File: config.mk
export PLATFORM = sky130hd
export DESIGN_NAME = vram_arbiter
export DESIGN_NICKNAME = d
export VERILOG_FILES = /design/src/rtl/vram_arbiter.sv
export SDC_FILE = /design/constraint.sdc
export NUM_CORES = 1
export LEC_CHECK = 0
export CORE_ASPECT_RATIO = 1.4
export CORE_MARGIN = 4
export CORE_UTILIZATION = 35
export DETAILED_ROUTE_END_ITERATION = 8
export PLACE_DENSITY_LB_ADDON = 0.12
export SETUP_SLACK_MARGIN = 0.15
export SLEW_MARGIN = 20
export SYNTH_ARGS = -nofsm -noshare
export SYNTH_HDL_FRONTEND = slang
export SYNTH_SLANG_ARGS = --single-unit
export TNS_END_PERCENT = 20
File: constraint.sdc
create_clock -name CLK_50 -period 2.5 [get_ports CLK_50]
set_input_delay 0.625 -clock CLK_50 [delete_from_list [all_inputs] [get_ports CLK_50]]
set_output_delay 0.625 -clock CLK_50 [all_outputs]
set_load 0.01 [all_outputs]
File: src/rtl/vram_arbiter.sv
// Shares the video SRAM between the text-mode fetch pipeline and buffered CPU writes.
// CPU writes are synchronised, queued, and replayed in the free fetch slot or during blanking.
module vram_arbiter #(
  parameter int FIFO_DEPTH = 4,
  parameter int AW         = 15,
  parameter int DW         = 8,
  parameter int BLANK_FAST = 1
) (
  input  logic          CLK_50,
  input  logic          nRST,
  input  logic          PIX_EN,
  input  logic [2:0]    X_PHASE,
  input  logic          BLANK,
  input  logic [AW-1:0] VID_A,
  input  logic [AW-1:0] CPU_A,
  input  logic [DW-1:0] CPU_D,
  input  logic          CPU_nWR,
  output logic          CPU_WAIT,
  output logic          OVERFLOW,
  output logic [AW-1:0] RAM_A,
  output logic [DW-1:0] RAM_DO,
  output logic          RAM_DOE,
  output logic          RAM_nWE,
  output logic          RAM_nOE,
  output logic          WR_ACTIVE
);

  localparam int IW = $clog2(FIFO_DEPTH);
  localparam int PW = IW + 1;

  typedef enum logic [2:0] {
    IDLE    = 3'd0,
    SETUP   = 3'd1,
    STROBE1 = 3'd2,
    STROBE2 = 3'd3,
    HOLD    = 3'd4
  } state_t;

  state_t state_q, state_d;

  logic sync1_q, sync2_q, sync3_q;
  logic push, pop, push_ok, full, empty, go;

  logic [AW+DW-1:0] mem [FIFO_DEPTH];
  logic [AW+DW-1:0] head_q;
  logic [PW-1:0]    wr_ptr_q, wr_ptr_d;
  logic [PW-1:0]    rd_ptr_q, rd_ptr_d;
  logic [PW-1:0]    count_q, count_d;

  logic nwe_q, nwe_d, noe_q, noe_d, doe_q, doe_d;
  logic wr_active_q, wr_active_d, wait_q, wait_d, overflow_q, overflow_d;

  // sync3_q holds the previous synchronised level so a 1->0 step is one push
  always_ff @(posedge CLK_50) begin
    if (!nRST) begin
      sync1_q <= 1'b1;
      sync2_q <= 1'b1;
      sync3_q <= 1'b1;
    end else begin
      sync1_q <= CPU_nWR;
      sync2_q <= sync1_q;
      sync3_q <= sync2_q;
    end
  end

  assign push    = sync3_q & ~sync2_q;
  assign full    = (count_q == PW'(FIFO_DEPTH));
  assign empty   = (count_q == '0);
  assign pop     = (state_q == HOLD);
  assign push_ok = push & (~full | pop);
  assign go      = (state_q == IDLE) & ~empty & PIX_EN &
                   ((X_PHASE == 3'd5) | ((BLANK_FAST != 0) & BLANK));

  always_comb begin
    wr_ptr_d   = wr_ptr_q;
    rd_ptr_d   = rd_ptr_q;
    count_d    = count_q;
    overflow_d = overflow_q | (push & full & ~pop);
    if (push_ok) wr_ptr_d = wr_ptr_q + PW'(1);
    if (pop)     rd_ptr_d = rd_ptr_q + PW'(1);
    case ({push_ok, pop})
      2'b10:   count_d = count_q + PW'(1);
      2'b01:   count_d = count_q - PW'(1);
      default: count_d = count_q;
    endcase
    wait_d = (count_d == PW'(FIFO_DEPTH));
  end

  always_comb begin
    state_d = state_q;
    case (state_q)
      IDLE:    if (go) state_d = SETUP;
      SETUP:   state_d = STROBE1;
      STROBE1: state_d = STROBE2;
      STROBE2: state_d = HOLD;
      HOLD:    state_d = IDLE;
      default: state_d = IDLE;
    endcase
    // Controls are registered off the next state so they line up with state_q
    nwe_d       = ~((state_d == STROBE1) | (state_d == STROBE2));
    noe_d       = (state_d != IDLE);
    doe_d       = (state_d != IDLE);
    wr_active_d = (state_d != IDLE);
  end

  always_ff @(posedge CLK_50) begin
    if (!nRST) begin
      state_q     <= IDLE;
      wr_ptr_q    <= '0;
      rd_ptr_q    <= '0;
      count_q     <= '0;
      nwe_q       <= 1'b1;
      noe_q       <= 1'b1;
      doe_q       <= 1'b0;
      wr_active_q <= 1'b0;
      wait_q      <= 1'b0;
      overflow_q  <= 1'b0;
    end else begin
      state_q     <= state_d;
      wr_ptr_q    <= wr_ptr_d;
      rd_ptr_q    <= rd_ptr_d;
      count_q     <= count_d;
      nwe_q       <= nwe_d;
      noe_q       <= noe_d;
      doe_q       <= doe_d;
      wr_active_q <= wr_active_d;
      wait_q      <= wait_d;
      overflow_q  <= overflow_d;
    end
  end

  // Head entry is read on go, so address/data are held for the whole slot
  always_ff @(posedge CLK_50) begin
    if (nRST && push_ok) mem[wr_ptr_q[IW-1:0]] <= {CPU_A, CPU_D};
    if (go)              head_q <= mem[rd_ptr_q[IW-1:0]];
  end

  assign RAM_A     = (state_q == IDLE) ? VID_A : head_q[AW+DW-1:DW];
  assign RAM_DO    = head_q[DW-1:0];
  assign RAM_DOE   = doe_q;
  assign RAM_nWE   = nwe_q;
  assign RAM_nOE   = noe_q;
  assign WR_ACTIVE = wr_active_q;
  assign CPU_WAIT  = wait_q;
  assign OVERFLOW  = overflow_q;

endmodule

# ---- Yosys cells after proc, flatten, opt, wreduce, memory -nomap -nowiden
# Memory sizes are Yosys's and may differ from the RTL's. A register that Yosys moved wholly into a read port is not among the register bits.
# Index checks and enable logic that the tools add are counted.
dict set report word_totals {
  reg_bits 20
  ram_bits 92
  input_bits 46
  output_inout_bits 29
  word_cells 54
  memories 1
}
# name words width rd rd_clocked_by_memory_dff wr line_no
set mem_list {}
lappend mem_list {mem 4 23 1 1 1 44} ;# logic [AW+DW-1:0] mem [FIFO_DEPTH];
dict set report op_classes {
  addsub 4
  eq_ne 11
  n_mux 6
  n_bitwise 16
  n_reduce_logical 4
}
# cell n
set op_table {}
lappend op_table {{$mux 15} 1}
lappend op_table {{$eq 3x2->1 const B} 4}
lappend op_table {{$eq 3x3->1 const B} 4}
lappend op_table {{$pmux 3 s4} 1}
lappend op_table {{$add 3x1->3 const B} 3}
lappend op_table {{$and 1x1->1} 7}
lappend op_table {{$logic_not 3->1} 2}
lappend op_table {{$pmux 3 s2} 1}
lappend op_table {{$not 1->1} 5}
lappend op_table {{$or 1x1->1} 4}
lappend op_table {{$eq 3x1->1 const B} 1}
lappend op_table {{$mux 3} 1}
lappend op_table {{$reduce_bool 3->1} 1}
lappend op_table {{$sub 3x1->3 const B} 1}
lappend op_table {{$eq 2x1->1 const B} 1}
lappend op_table {{$eq 2x2->1 const B} 1}
lappend op_table {{$mux 1} 2}
lappend op_table {{$logic_and 1x1->1} 1}

# ---- Longest topological paths before layout
dict set report logic_depth {
  ltp_word 10
  mapped_depth 9
  mapped_depth_nobuf 8
}

# ---- Least setup slack after synthesis
# No wires, ideal clock.
dict set report synth_timing {
  path_kind {reg-to-reg}
  startpoint {register state_q[1]}
  endpoint {register wait_q, in the netlist CPU_WAIT}
  setup_ns 0.058
  t_arrival_ns 2.256
  required_ns 2.442
  slack_ns 0.186
  path_stages_with_launch 9
  n_path_buf 1
  synth_period_minus_slack_ns 2.314
  cell_sequence {dfxtp_1 -> buf_6 -> or3b_4 -> nor2_1 -> inv_1 -> fa_1 -> or4_1 -> o211ai_2 -> o211a_1}
}
dict set report synth_between {
  elab_chain_len 6
  elab_cells_between_ends 7
  classes_between {4 x eq/ne; 1 x mux; 2 x bitwise}
}
# element line_no
set synth_lines {}
lappend synth_lines {{start: declaration} 39} ;# state_t state_q, state_d;
lappend synth_lines {{start signal: assignment} 119} ;# state_q <= state_d;
lappend synth_lines {{$eq 3x3->1 (*)} 69} ;# assign pop = (state_q == HOLD);
lappend synth_lines {{$or 1x1->1} 70} ;# assign push_ok = push & (~full | pop);
lappend synth_lines {{$and 1x1->1} 70}
lappend synth_lines {{$eq 2x1->1 or $eq 2x2->1 (tied branches)} 81} ;# case ({push_ok, pop})
lappend synth_lines {{$pmux 3 s2 (*)} 81}
lappend synth_lines {{$eq 3x3->1 (*)} 86} ;# wait_d = (count_d == PW'(FIFO_DEPTH));
lappend synth_lines {{end signal: assignment} 127} ;# wait_q <= wait_d;
lappend synth_lines {{end: declaration} 51} ;# logic wr_active_q, wr_active_d, wait_q, wait_d, overflow_q, overflow_d;
# Every way passes the cells marked *; elsewhere a longest branch is shown, timed or not.
# A chain may end at the register's enable or synchronous reset.

# ---- Worst setup path in the final report
dict set report layout_timing {
  startpoint {register state_q[0]}
  endpoint {output port RAM_A[5]}
}
dict set report layout_between {
  elab_chain_len 2
}
# element line_no
set layout_lines {}
lappend layout_lines {{$logic_not 3->1} 138} ;# assign RAM_A = (state_q == IDLE) ? VID_A : head_q[AW+DW-1:DW];
lappend layout_lines {{$mux 15} 138}
lappend layout_lines {{end: declaration} 20} ;# output logic [AW-1:0] RAM_A,
# No other way between the ends.

==> flow_metrics.env <==
export IMPL_cp_max_fo=7
export IMPL_antenna_found_initial=0
export IMPL_cts_reportedPaths_clkPinSlew_ns=0.06
export IMPL_gp_congestion=0.669
export IMPL_ant_nets=0
export IMPL_wl_per_cell_um=18.1
export IMPL_reg2reg_to="CPU_WAIT$_SDFF_PN0_"
export IMPL_cts_root_buf="clkbuf_16"
export IMPL_ys_async_sr_fraction_pct=0
export IMPL_total_leakage_power_nw=2.42
export IMPL_clk_latency_ns=0.41
export IMPL_reg2reg_from="state_q[1]$_SDFF_PN0_"
export IMPL_hp_class="flop to flop"
export IMPL_cp_slowest_stage_delay_ns=0.36
export IMPL_worstHoldStart="sync1_q$_SDFF_PN1_"
export IMPL_overflow=0
export IMPL_fill_cells=1227
export IMPL_drive_above_1_share_pct=31.2
export IMPL_final_core_util_pct=48.1
export IMPL_viasPerCell=4.74
export IMPL_vias=2643
export IMPL_hold_viol_final=0
export IMPL_die_area_um2=16600
export IMPL_r2r_setup_slack_ns=0.18
export IMPL_slew_headroom_pct=60.8
export IMPL_synth_ff_type="edfxtp_1"
export IMPL_synthToLayoutAreaGrowth_pct=35.2
export IMPL_ys_seq_area_share_pct=74.6
export IMPL_crit_required_ns=1.88
export IMPL_core_area_um2=14400
export IMPL_fin_tns_setup_ns=0
export IMPL_cp_arrival_ns=1.73
export IMPL_placedCellCount=520
export IMPL_ioPinCount=75
export IMPL_grt_pass1_vias=2786
export IMPL_clock_sinks=133
export IMPL_slowest_stage="dfxtp_4"
export IMPL_reg2reg_depth=7
export IMPL_finalNonFillerCells=558
export IMPL_critPathKind="flop to output pin"
export IMPL_die_x_um=110
export IMPL_fin_crit_ns=2.35
export IMPL_global_route_usage_total_pct=13.3
export IMPL_synth_fp_nets=311
export IMPL_rsz0062_at_grt="true"
export IMPL_holdPathEnd="sync2_q$_SDFF_PN1_"
export IMPL_placementRows=52
export IMPL_endpoint_kind="output pin"
export IMPL_antenna_diode_count=0
export IMPL_setup_viol=0
export IMPL_status="finished, final reports clean"
export IMPL_fin_skew_ns=0.0107
export IMPL_ir_drop_mv=0.331
export IMPL_cp_top_family="buffers and inverters"
export IMPL_max_freq_ghz=0.425
export IMPL_synth_area_um2=5110
export IMPL_drc=0
export IMPL_maxSlewViolCount=0
export IMPL_h_tree_depth=4
export IMPL_die_height_um=151
export IMPL_yosysWarnings=0
export IMPL_drt_initial_drc_count=69
export IMPL_synth_seq_cells=133
export IMPL_initial_utilization_pct=35.6
export IMPL_cp_num_buf_inv=3
export IMPL_cts_buffers=17
export IMPL_cp_start_kind="flop"
export IMPL_min_path_cells=1
export IMPL_syn_inst=260
export IMPL_ctsLongestPathBuffers=2
export IMPL_ys_types=40
export IMPL_cap_violations=0
export IMPL_period_share_pct=94.1
export IMPL_total_power_w=0.00539
export IMPL_drt_wl_total_um=10100
export IMPL_worstMarginPinSlew_ns=0.585
export IMPL_critical_path_cell_chain="nor3_4 > buf_6 > buf_12 > mux2_4 > buf_6"
export IMPL_synth_edff_count=115
export IMPL_cts_hold_buf=0
export IMPL_finalNetCount=407
export IMPL_grt_max_degree=24
export IMPL_port_buffers=74
export IMPL_dr_pass1_iters=4
export IMPL_grt_first_pass_wirelength_um=15600
export IMPL_cts_tree="yes"
export IMPL_place_hpwl_um=6210
export IMPL_cpMostUsedCell="buf_6"
export IMPL_avgSynthCellArea_um2=19.7
export IMPL_power_density_nw_per_um2=779
-- cell usage in the layout, fill, tap and decap left out, types with 2 or more instances in the layout --
cell / Yosys / final
edfxtp_1: 115 / 115
clkdlybuf4s50_1: 0 / 59
mux4_2: 23 / 23
clkbuf_16: 0 / 17
buf_4: 9 / 16
buf_6: 1 / 15
dfxtp_1: 18 / 14
mux2_4: 0 / 13
nor2_1: 11 / 11
inv_1: 8 / 8
nand2b_1: 5 / 5
and3_1: 5 / 5
bufinv_16: 0 / 5
nor3_1: 4 / 4
ha_1: 4 / 4
nand2_1: 3 / 3
xnor2_1: 3 / 3
clkinv_4: 0 / 3
buf_12: 0 / 3
mux2_2: 15 / 2
xor2_1: 2 / 2
o21ai_0: 2 / 2
nor4_1: 2 / 2
clkinv_1: 0 / 2
clkinv_2: 0 / 2
clkinvlp_4: 0 / 2
buf_2: 5 / 2
dfxtp_2: 0 / 2
dfxtp_4: 0 / 2
-- per-layer routing --
layer  part of all wire, %  wire (um)  track usage, %
met5                     0          0               0
met2                    52       5220            21.5
met4                   1.7        175            5.48
met3                   3.8        385            3.75
met1                    43       4340            16.7
-- final cells by class --
class / count / area, um^2 / area share [%]
flip-flops and latches: 133 / 3820 / 55.3
multi-input cells: 100 / 1210 / 17.5
repair buffers: 96 / 977 / 14.1
clock buffers: 18 / 429 / 6.21
well taps: 189 / 236 / 3.42
clock inverters: 14 / 209 / 3.02
inverters: 8 / 30.0 / 0.434
-- kinds of logic after synthesis --
| family | after synthesis | share of synthesized area (%) |
|---|---|---|
| adder cells (fa/ha/maj) | 5 | 1.37 |
| multiplexers | 39 | 13.6 |
| flip-flops | 133 | 74.6 |
| XOR/XNOR | 5 | 0.857 |
| AO/OA/AOI/OAI | 10 | 1.91 |
| buffers and inverters | 27 | 2.91 |
| AND/OR/NAND/NOR | 41 | 4.75 |
-- Yosys cell counts (3+ instances only) --
cell type  instances  share of area (%)
nor2_1            11               0.81
ha_1               4               0.98
clkbuf_1           4               0.29
mux2_2            15                3.3
and3_1             5               0.61
xnor2_1            3               0.51
nor3_1             4               0.39
inv_1              8               0.59
buf_2              5               0.49
dfxtp_1           18                7.0
buf_4              9                1.3
edfxtp_1         115                 68
nand2b_1           5               0.61
nand2_1            3               0.22
mux4_2            23                 10
-- report_power, final --
group / switching, W / total, W / internal, W
Combinational: 0.000109 / 0.000288 / 0.000179
Clock: 0.000896 / 0.00266 / 0.00176
Sequential: 0.0000118 / 0.00244 / 0.00243
-- worst max-delay path by stage --
stage                                startpoint             endpoint  slack [ns]  depth (start not counted)
after floorplan           state_q[1]$_SDFF_PN0_  CPU_WAIT$_SDFF_PN0_        0.19                          8
after global placement                 VID_A[5]             RAM_A[5]        0.04                          3
after detailed placement               VID_A[5]             RAM_A[5]        0.05                          3
after CTS                 state_q[2]$_SDFF_PN0_             RAM_A[3]        0.11                          5
after global routing      state_q[0]$_SDFF_PN0_             RAM_A[4]        0.09                          5
final                     state_q[0]$_SDFF_PN0_             RAM_A[5]        0.15                          5
-- stage by stage --
step	hold WS (ns)	instance area [um^2]	setup slack (ns)
finish	0.442	6910	0.149
global route	0.474	6910	0.0891
CTS	0.447	6830	0.113
detailed placement	0.410	6140	0.0501
global placement	0.401	6140	0.0395
floorplan	0.386	5110	0.186
-- sequential cells by signal, indices dropped and copies added, names as in the netlist, 2 cells and up --
name      count
mem          92
head_q       23
count_q       3
state_q       3
rd_ptr_q      2
wr_ptr_q      2
-- timing repair --
item,in CTS,in global routing
pin swaps,1,1
setup buffers,5,0
cloned,1,0
resized for setup,77,17
setup endpoints to repair,17,17
Power figures use the tool's default switching activity.
